<file path="src/rtl/line_sched_if.sv">
// Pixel-in / line-out handshake bundle for the ping-pong line-buffer controller.
// The controller uses the slave view; the pixel core and VGA side use the master view.
interface line_sched_if;
    logic       pix_valid_i;
    logic       pix_ready_o;
    logic       wr_en_o;
    logic       wr_bank_o;
    logic [9:0] wr_addr_o;
    logic       line_valid_o;
    logic       rd_bank_o;
    logic [9:0] line_row_o;
    logic       line_ack_i;

    modport slave (
        input  pix_valid_i,
        input  line_ack_i,
        output pix_ready_o,
        output wr_en_o,
        output wr_bank_o,
        output wr_addr_o,
        output line_valid_o,
        output rd_bank_o,
        output line_row_o
    );

    modport master (
        output pix_valid_i,
        output line_ack_i,
        input  pix_ready_o,
        input  wr_en_o,
        input  wr_bank_o,
        input  wr_addr_o,
        input  line_valid_o,
        input  rd_bank_o,
        input  line_row_o
    );
endinterface

</file>
<file path="src/rtl/line_sched.sv">
// Ping-pong line-buffer controller: steers core pixels into two line banks,
// presents completed lines to the VGA side until acknowledged, and stalls the
// core while both banks hold unread lines.
module line_sched #(
    parameter int MAX_COL = 540,
    parameter int MAX_ROW = 540
) (
    input  logic        clk,
    input  logic        rst_n,
    input  logic        start_i,
    line_sched_if.slave bus,
    output logic [9:0]  row_cnt_o,
    output logic        busy_o,
    output logic        frame_done_o
);

    localparam logic [9:0] COL_LAST = 10'(MAX_COL - 1);
    localparam logic [9:0] ROW_LAST = 10'(MAX_ROW - 1);

    typedef enum logic [1:0] {IDLE, FILL, DRAIN, DONE} state_t;

    state_t     state_q;
    logic [9:0] col_q, col_d;
    logic [9:0] row_q, row_d;
    logic [9:0] row_cnt_q, row_cnt_d;
    logic [9:0] line_row_q, line_row_d;
    logic [1:0] full_q, full_d;
    logic       wr_bank_q, wr_bank_d;
    logic       rd_bank_q, rd_bank_d;
    logic       busy_q;
    logic       frame_done_q;

    logic       pix_ready;
    logic       accept;
    logic       ack_fire;
    logic       last_col;
    logic       last_row;

    // A bank that still holds an unread line must not be overwritten, so the
    // core is only accepted while filling and the target bank is empty.
    assign pix_ready = (state_q == FILL) && !full_q[wr_bank_q];
    assign accept    = bus.pix_valid_i && pix_ready;
    assign ack_fire  = bus.line_ack_i && full_q[rd_bank_q];
    assign last_col  = (col_q == COL_LAST);
    assign last_row  = (row_q == ROW_LAST);

    // Datapath next state: write-side column/row/bank and read-side bank/counters.
    // A last-pixel write and an ack touch different banks, so both apply together.
    always_comb begin
        col_d      = col_q;
        row_d      = row_q;
        row_cnt_d  = row_cnt_q;
        line_row_d = line_row_q;
        full_d     = full_q;
        wr_bank_d  = wr_bank_q;
        rd_bank_d  = rd_bank_q;
        if (state_q == IDLE) begin
            if (start_i) begin
                col_d      = '0;
                row_d      = '0;
                row_cnt_d  = '0;
                line_row_d = '0;
                full_d     = '0;
                wr_bank_d  = 1'b0;
                rd_bank_d  = 1'b0;
            end
        end else begin
            if (accept) begin
                if (last_col) begin
                    col_d             = '0;
                    full_d[wr_bank_q] = 1'b1;
                    wr_bank_d         = ~wr_bank_q;
                    if (!last_row) begin
                        row_d = row_q + 10'd1;
                    end
                end else begin
                    col_d = col_q + 10'd1;
                end
            end
            if (ack_fire) begin
                full_d[rd_bank_q] = 1'b0;
                rd_bank_d         = ~rd_bank_q;
                row_cnt_d         = row_cnt_q + 10'd1;
                line_row_d        = line_row_q + 10'd1;
            end
        end
    end

    // Frame FSM with registered busy/frame-done outputs, plus datapath registers.
    always_ff @(posedge clk) begin
        if (!rst_n) begin
            state_q      <= IDLE;
            col_q        <= '0;
            row_q        <= '0;
            row_cnt_q    <= '0;
            line_row_q   <= '0;
            full_q       <= '0;
            wr_bank_q    <= 1'b0;
            rd_bank_q    <= 1'b0;
            busy_q       <= 1'b0;
            frame_done_q <= 1'b0;
        end else begin
            col_q      <= col_d;
            row_q      <= row_d;
            row_cnt_q  <= row_cnt_d;
            line_row_q <= line_row_d;
            full_q     <= full_d;
            wr_bank_q  <= wr_bank_d;
            rd_bank_q  <= rd_bank_d;
            case (state_q)
                IDLE: begin
                    if (start_i) begin
                        state_q <= FILL;
                        busy_q  <= 1'b1;
                    end
                end
                FILL: begin
                    if (accept && last_col && last_row) begin
                        state_q <= DRAIN;
                    end
                end
                DRAIN: begin
                    if (ack_fire && (row_cnt_q == ROW_LAST)) begin
                        state_q      <= DONE;
                        frame_done_q <= 1'b1;
                    end
                end
                DONE: begin
                    state_q      <= IDLE;
                    frame_done_q <= 1'b0;
                    busy_q       <= 1'b0;
                end
                default: begin
                    state_q      <= IDLE;
                    frame_done_q <= 1'b0;
                    busy_q       <= 1'b0;
                end
            endcase
        end
    end

    assign bus.pix_ready_o  = pix_ready;
    assign bus.wr_en_o      = accept;
    assign bus.wr_bank_o    = wr_bank_q;
    assign bus.wr_addr_o    = col_q;
    assign bus.line_valid_o = full_q[rd_bank_q];
    assign bus.rd_bank_o    = rd_bank_q;
    assign bus.line_row_o   = line_row_q;
    assign row_cnt_o        = row_cnt_q;
    assign busy_o           = busy_q;
    assign frame_done_o     = frame_done_q;

endmodule

</file>
<file path="src/flat_wrapper.sv">
// flat-port wrapper written by rule: the top's interface ports become plain ports
module line_sched_flat 
#(
    parameter int MAX_COL = 540,
    parameter int MAX_ROW = 540
)
  (clk, rst_n, start_i, row_cnt_o, busy_o, frame_done_o, bus_pix_valid_i, bus_line_ack_i, bus_pix_ready_o, bus_wr_en_o, bus_wr_bank_o, bus_wr_addr_o, bus_line_valid_o, bus_rd_bank_o, bus_line_row_o);
  line_sched_if bus_i ();
  input  logic clk;
  input  logic rst_n;
  input  logic start_i;
  output logic [9:0] row_cnt_o;
  output logic busy_o;
  output logic frame_done_o;
  input wire logic [$bits(bus_i.pix_valid_i)-1:0] bus_pix_valid_i;
  input wire logic [$bits(bus_i.line_ack_i)-1:0] bus_line_ack_i;
  output wire logic [$bits(bus_i.pix_ready_o)-1:0] bus_pix_ready_o;
  output wire logic [$bits(bus_i.wr_en_o)-1:0] bus_wr_en_o;
  output wire logic [$bits(bus_i.wr_bank_o)-1:0] bus_wr_bank_o;
  output wire logic [$bits(bus_i.wr_addr_o)-1:0] bus_wr_addr_o;
  output wire logic [$bits(bus_i.line_valid_o)-1:0] bus_line_valid_o;
  output wire logic [$bits(bus_i.rd_bank_o)-1:0] bus_rd_bank_o;
  output wire logic [$bits(bus_i.line_row_o)-1:0] bus_line_row_o;
  assign bus_i.pix_valid_i = bus_pix_valid_i;
  assign bus_i.line_ack_i = bus_line_ack_i;
  assign bus_pix_ready_o = bus_i.pix_ready_o;
  assign bus_wr_en_o = bus_i.wr_en_o;
  assign bus_wr_bank_o = bus_i.wr_bank_o;
  assign bus_wr_addr_o = bus_i.wr_addr_o;
  assign bus_line_valid_o = bus_i.line_valid_o;
  assign bus_rd_bank_o = bus_i.rd_bank_o;
  assign bus_line_row_o = bus_i.line_row_o;
  line_sched #(.MAX_COL(MAX_COL), .MAX_ROW(MAX_ROW)) u_core (.clk(clk), .rst_n(rst_n), .start_i(start_i), .bus(bus_i), .row_cnt_o(row_cnt_o), .busy_o(busy_o), .frame_done_o(frame_done_o));
endmodule
</file>
<file path="config.mk">
export PLATFORM = sky130hd
export DESIGN_NAME = line_sched_flat
export DESIGN_NICKNAME = d
export VERILOG_FILES = /design/src/rtl/line_sched_if.sv /design/src/rtl/line_sched.sv /design/src/flat_wrapper.sv
export SDC_FILE = /design/constraint.sdc
export NUM_CORES = 1
export LEC_CHECK = 0
export CELL_PAD_IN_SITES_DETAIL_PLACEMENT = 1
export CELL_PAD_IN_SITES_GLOBAL_PLACEMENT = 2
export CORE_ASPECT_RATIO = 2
export CORE_MARGIN = 1.5
export CORE_UTILIZATION = 34
export CTS_CLUSTER_SIZE = 24
export DETAILED_ROUTE_END_ITERATION = 8
export PLACE_DENSITY_LB_ADDON = 0.05
export SETUP_SLACK_MARGIN = 0.05
export SLEW_MARGIN = 40
export SYNTH_ARGS = -nofsm -noshare
export SYNTH_HDL_FRONTEND = slang
export SYNTH_SLANG_ARGS = --single-unit
</file>
<file path="constraint.sdc">
create_clock -name clk -period 4.3 [get_ports clk]
set_clock_uncertainty 0.05 [all_clocks]
set_input_delay 0.86 -clock clk [delete_from_list [all_inputs] [get_ports clk]]
set_output_delay 0.86 -clock clk [all_outputs]
set_load 0.03 [all_outputs]
</file>
==> reports/results.tsv <==
metric	value	unit
crit start category	input pin	
core area	0.00689	mm²
DR WL/cell	16.4	µm
clock buffer count from CTS	5	
asr flop ratio synth	0	%
final setup violation count	0	
hold buffer count at cts	0	
Max-slew headroom	59.1	%
Setup Fix Bufs, Post-CTS	0	
clock slew at reported path FFs	0.06	ns
first-pass GRT wire length	11300	µm
type of the worst min-delay path	flop to flop	
CTS HTree Levels	2	
clock latency at the later pin of the worst-skew pair	0.29	ns
Final Max Tran Viols	0	
clk sinks	48	
hold slack	0.449	ns
global placer's final weighted congestion	0.787	
Setup TNS	0	ns
Leak	1.11	nW
Crit Path Class	input pin to output port	
number of remaining DRC errors	0	
initial DRC count	62	
DP Area	0.00290	mm²
Die Width	62.6	µm
remaining global-route overflow	0	
CP max FO	3	
actual slew at the worst max-slew pin	0.613	ns
Final #Nets	327	
r2r setup slk	1.98	ns
unrepaired setup endpoints after global routing	false	
min-delay src	u_core.row_q[1]	
via/cell ratio	5.36	
initial antenna violation count	0	
Final Hold Viols	0	
total power divided by cell area	425	mW/mm²
Initial Util	35.1	%
pre-CTS setup slack	1.23	ns
post-synthesis cell area	0.00241	mm²
largest net degree at the start of global routing	18	
# rows	43	
status	finished, final reports clean	
post-synthesis cell type count	49	
Critical Path AT	2.17	ns
GR Util All Layers	19.0	%
# fillers	870	
Final ANT Viol Nets	0	
crit path launch	bus_pix_valid_i	
final core area utilization	44.8	%
fmax	325	MHz
Yosys reg bits	48	
Synth Area per Inst	8.78	µm²
DP HPWL	5010	µm
non-filler cells, final	405	
yosys warns	0	
Post-synth EDFFs	0	
share of layout cells above drive strength 1	8.25	%
Cells after DPL	397	
Antenna diodes	0	
worst setup margin	1.22	ns
Mapped Cells	275	
I/O Buffers	41	
Critical Path End Type	output port	
TritonCTS clock tree	built	
drt total wl	6640	µm
Synth Net Count	288	
via count	2170	
Design Area, Final	0.00308	mm²
CP required	3.39	ns
max cap viols	0	
Post-CTS Resized	0	
clk buf depth	2	
die area	0.00765	mm²
Die Height	122	µm
layout overhead on the synthesized area	27.7	%
vias in the first global route	2269	
io pins	42	
Final Cycle Share	71.6	%
clock period minus worst slack	3.08	ns
worst vdd ir	0.216	mV
CTS root buffer	clkbuf_16	
top_reg_cell synth	dfxtp_1	
sequential area share after synthesis	39.8	%
Crit Reg-Reg Startpoint	u_core.state_q[0]	
total power	1.31	mW
Pre-antenna DRT Iters	4	
## per-layer routing
layer / track usage [%] / part of all wire (%)
met3: 3.23 / 2.5
met2: 38.2 / 58
met5: 0 / 0
met4: 8.75 / 3.0
met1: 18.4 / 37
## report_power, final
part	internal, mW	switching (mW)	total (mW)
clock	0.306	0.169	0.476
combinational	0.116	0.235	0.351
sequential	0.462	0.0235	0.485
total	0.884	0.428	1.31
## registers in the layout, indices dropped and copies added, names as in the netlist
signal and count:
u_core.bus.line_row_o 10, u_core.bus.rd_bank_o 1, u_core.bus.wr_addr_o 10, u_core.bus.wr_bank_o 1, u_core.busy_o 1, u_core.frame_done_o 1, u_core.full_q 2, u_core.row_cnt_o 10
u_core.row_q 10, u_core.state_q 2
## Yosys cell counts (2+ instances only)
cell | count | area [µm²]
dfxtp_1 | 48 | 961
nor2_1 | 43 | 161
nand2_1 | 23 | 86.3
xor2_1 | 17 | 149
nand4_1 | 16 | 100
nand3_1 | 11 | 55.1
and3_1 | 10 | 62.6
a21oi_1 | 9 | 45.0
ha_1 | 8 | 100
xnor2_1 | 8 | 70.1
inv_1 | 6 | 22.5
clkbuf_1 | 5 | 18.8
mux2_2 | 5 | 56.3
a211oi_1 | 4 | 30.0
and2_1 | 4 | 25.0
and4_1 | 4 | 35.0
buf_2 | 4 | 20.0
nor3b_1 | 4 | 30.0
nand2b_1 | 3 | 18.8
nor3_1 | 3 | 15.0
o21ai_0 | 3 | 15.0
a31oi_1 | 2 | 12.5
mux2i_1 | 2 | 20.0
mux2i_2 | 2 | 27.5
nor4_1 | 2 | 12.5
o211a_1 | 2 | 20.0
o21a_1 | 2 | 15.0
o22ai_1 | 2 | 12.5
o31ai_1 | 2 | 15.0
or2_2 | 2 | 12.5
## placed cells by master (no fill, tap or decap), drive strengths merged, types with 2 or more instances in the layout
| master | netlist | layout |
|---|---|---|
| a211oi | 4 | 4 |
| a21oi | 9 | 9 |
| a311oi | 2 | 2 |
| a31oi | 2 | 2 |
| a41oi | 2 | 2 |
| and2 | 4 | 4 |
| and3 | 10 | 10 |
| and4 | 4 | 4 |
| clkbuf | 6 | 7 |
| clkdlybuf4s50 | 0 | 41 |
| dfxtp | 48 | 48 |
| ha | 8 | 8 |
| inv | 6 | 6 |
| mux2 | 6 | 6 |
| mux2i | 4 | 4 |
| nand2 | 23 | 23 |
| nand2b | 3 | 3 |
| nand3 | 11 | 11 |
| nand4 | 17 | 17 |
| nor2 | 44 | 44 |
| nor3 | 3 | 3 |
| nor3b | 4 | 4 |
| nor4 | 3 | 3 |
| nor4b | 2 | 2 |
| o211a | 2 | 2 |
| o21a | 2 | 2 |
| o21ai | 4 | 4 |
| o22ai | 2 | 2 |
| o31ai | 2 | 2 |
| or2 | 2 | 2 |
| xnor2 | 8 | 8 |
| xor2 | 17 | 17 |
## final cells by class
type	count	area [µm²]	share of cell area, %
clock inverters	1	30.0	0.974
clock buffers	7	153	4.95
inverters	6	22.5	0.730
well taps	90	113	3.65
flip-flops and latches	48	961	31.2
repair buffers	42	418	13.5
multi-input cells	211	1390	45.0
## logic make-up after synthesis
family	after synthesis	synth area share, %
flip-flops	48	39.8
multiplexers	10	4.77
XOR/XNOR	25	9.07
adder cells (fa/ha/maj)	8	4.15
buffers and inverters	16	2.75
AO/OA/AOI/OAI	34	10.3
AND/OR/NAND/NOR	134	29.2
## worst max-delay path: stages
cell and delay [ns]:
clkdlybuf4s50_1 0.49, and3_1 0.15, clkdlybuf4s50_1 0.66
## worst paths after layout
check	end	depth (start not counted)
max reg2reg	u_core.bus.line_row_o[4]	7
max	bus_wr_en_o	3
min reg2reg	u_core.row_q[1]	2
min	u_core.row_q[1]	2
(Power assumes the default switching activity.)
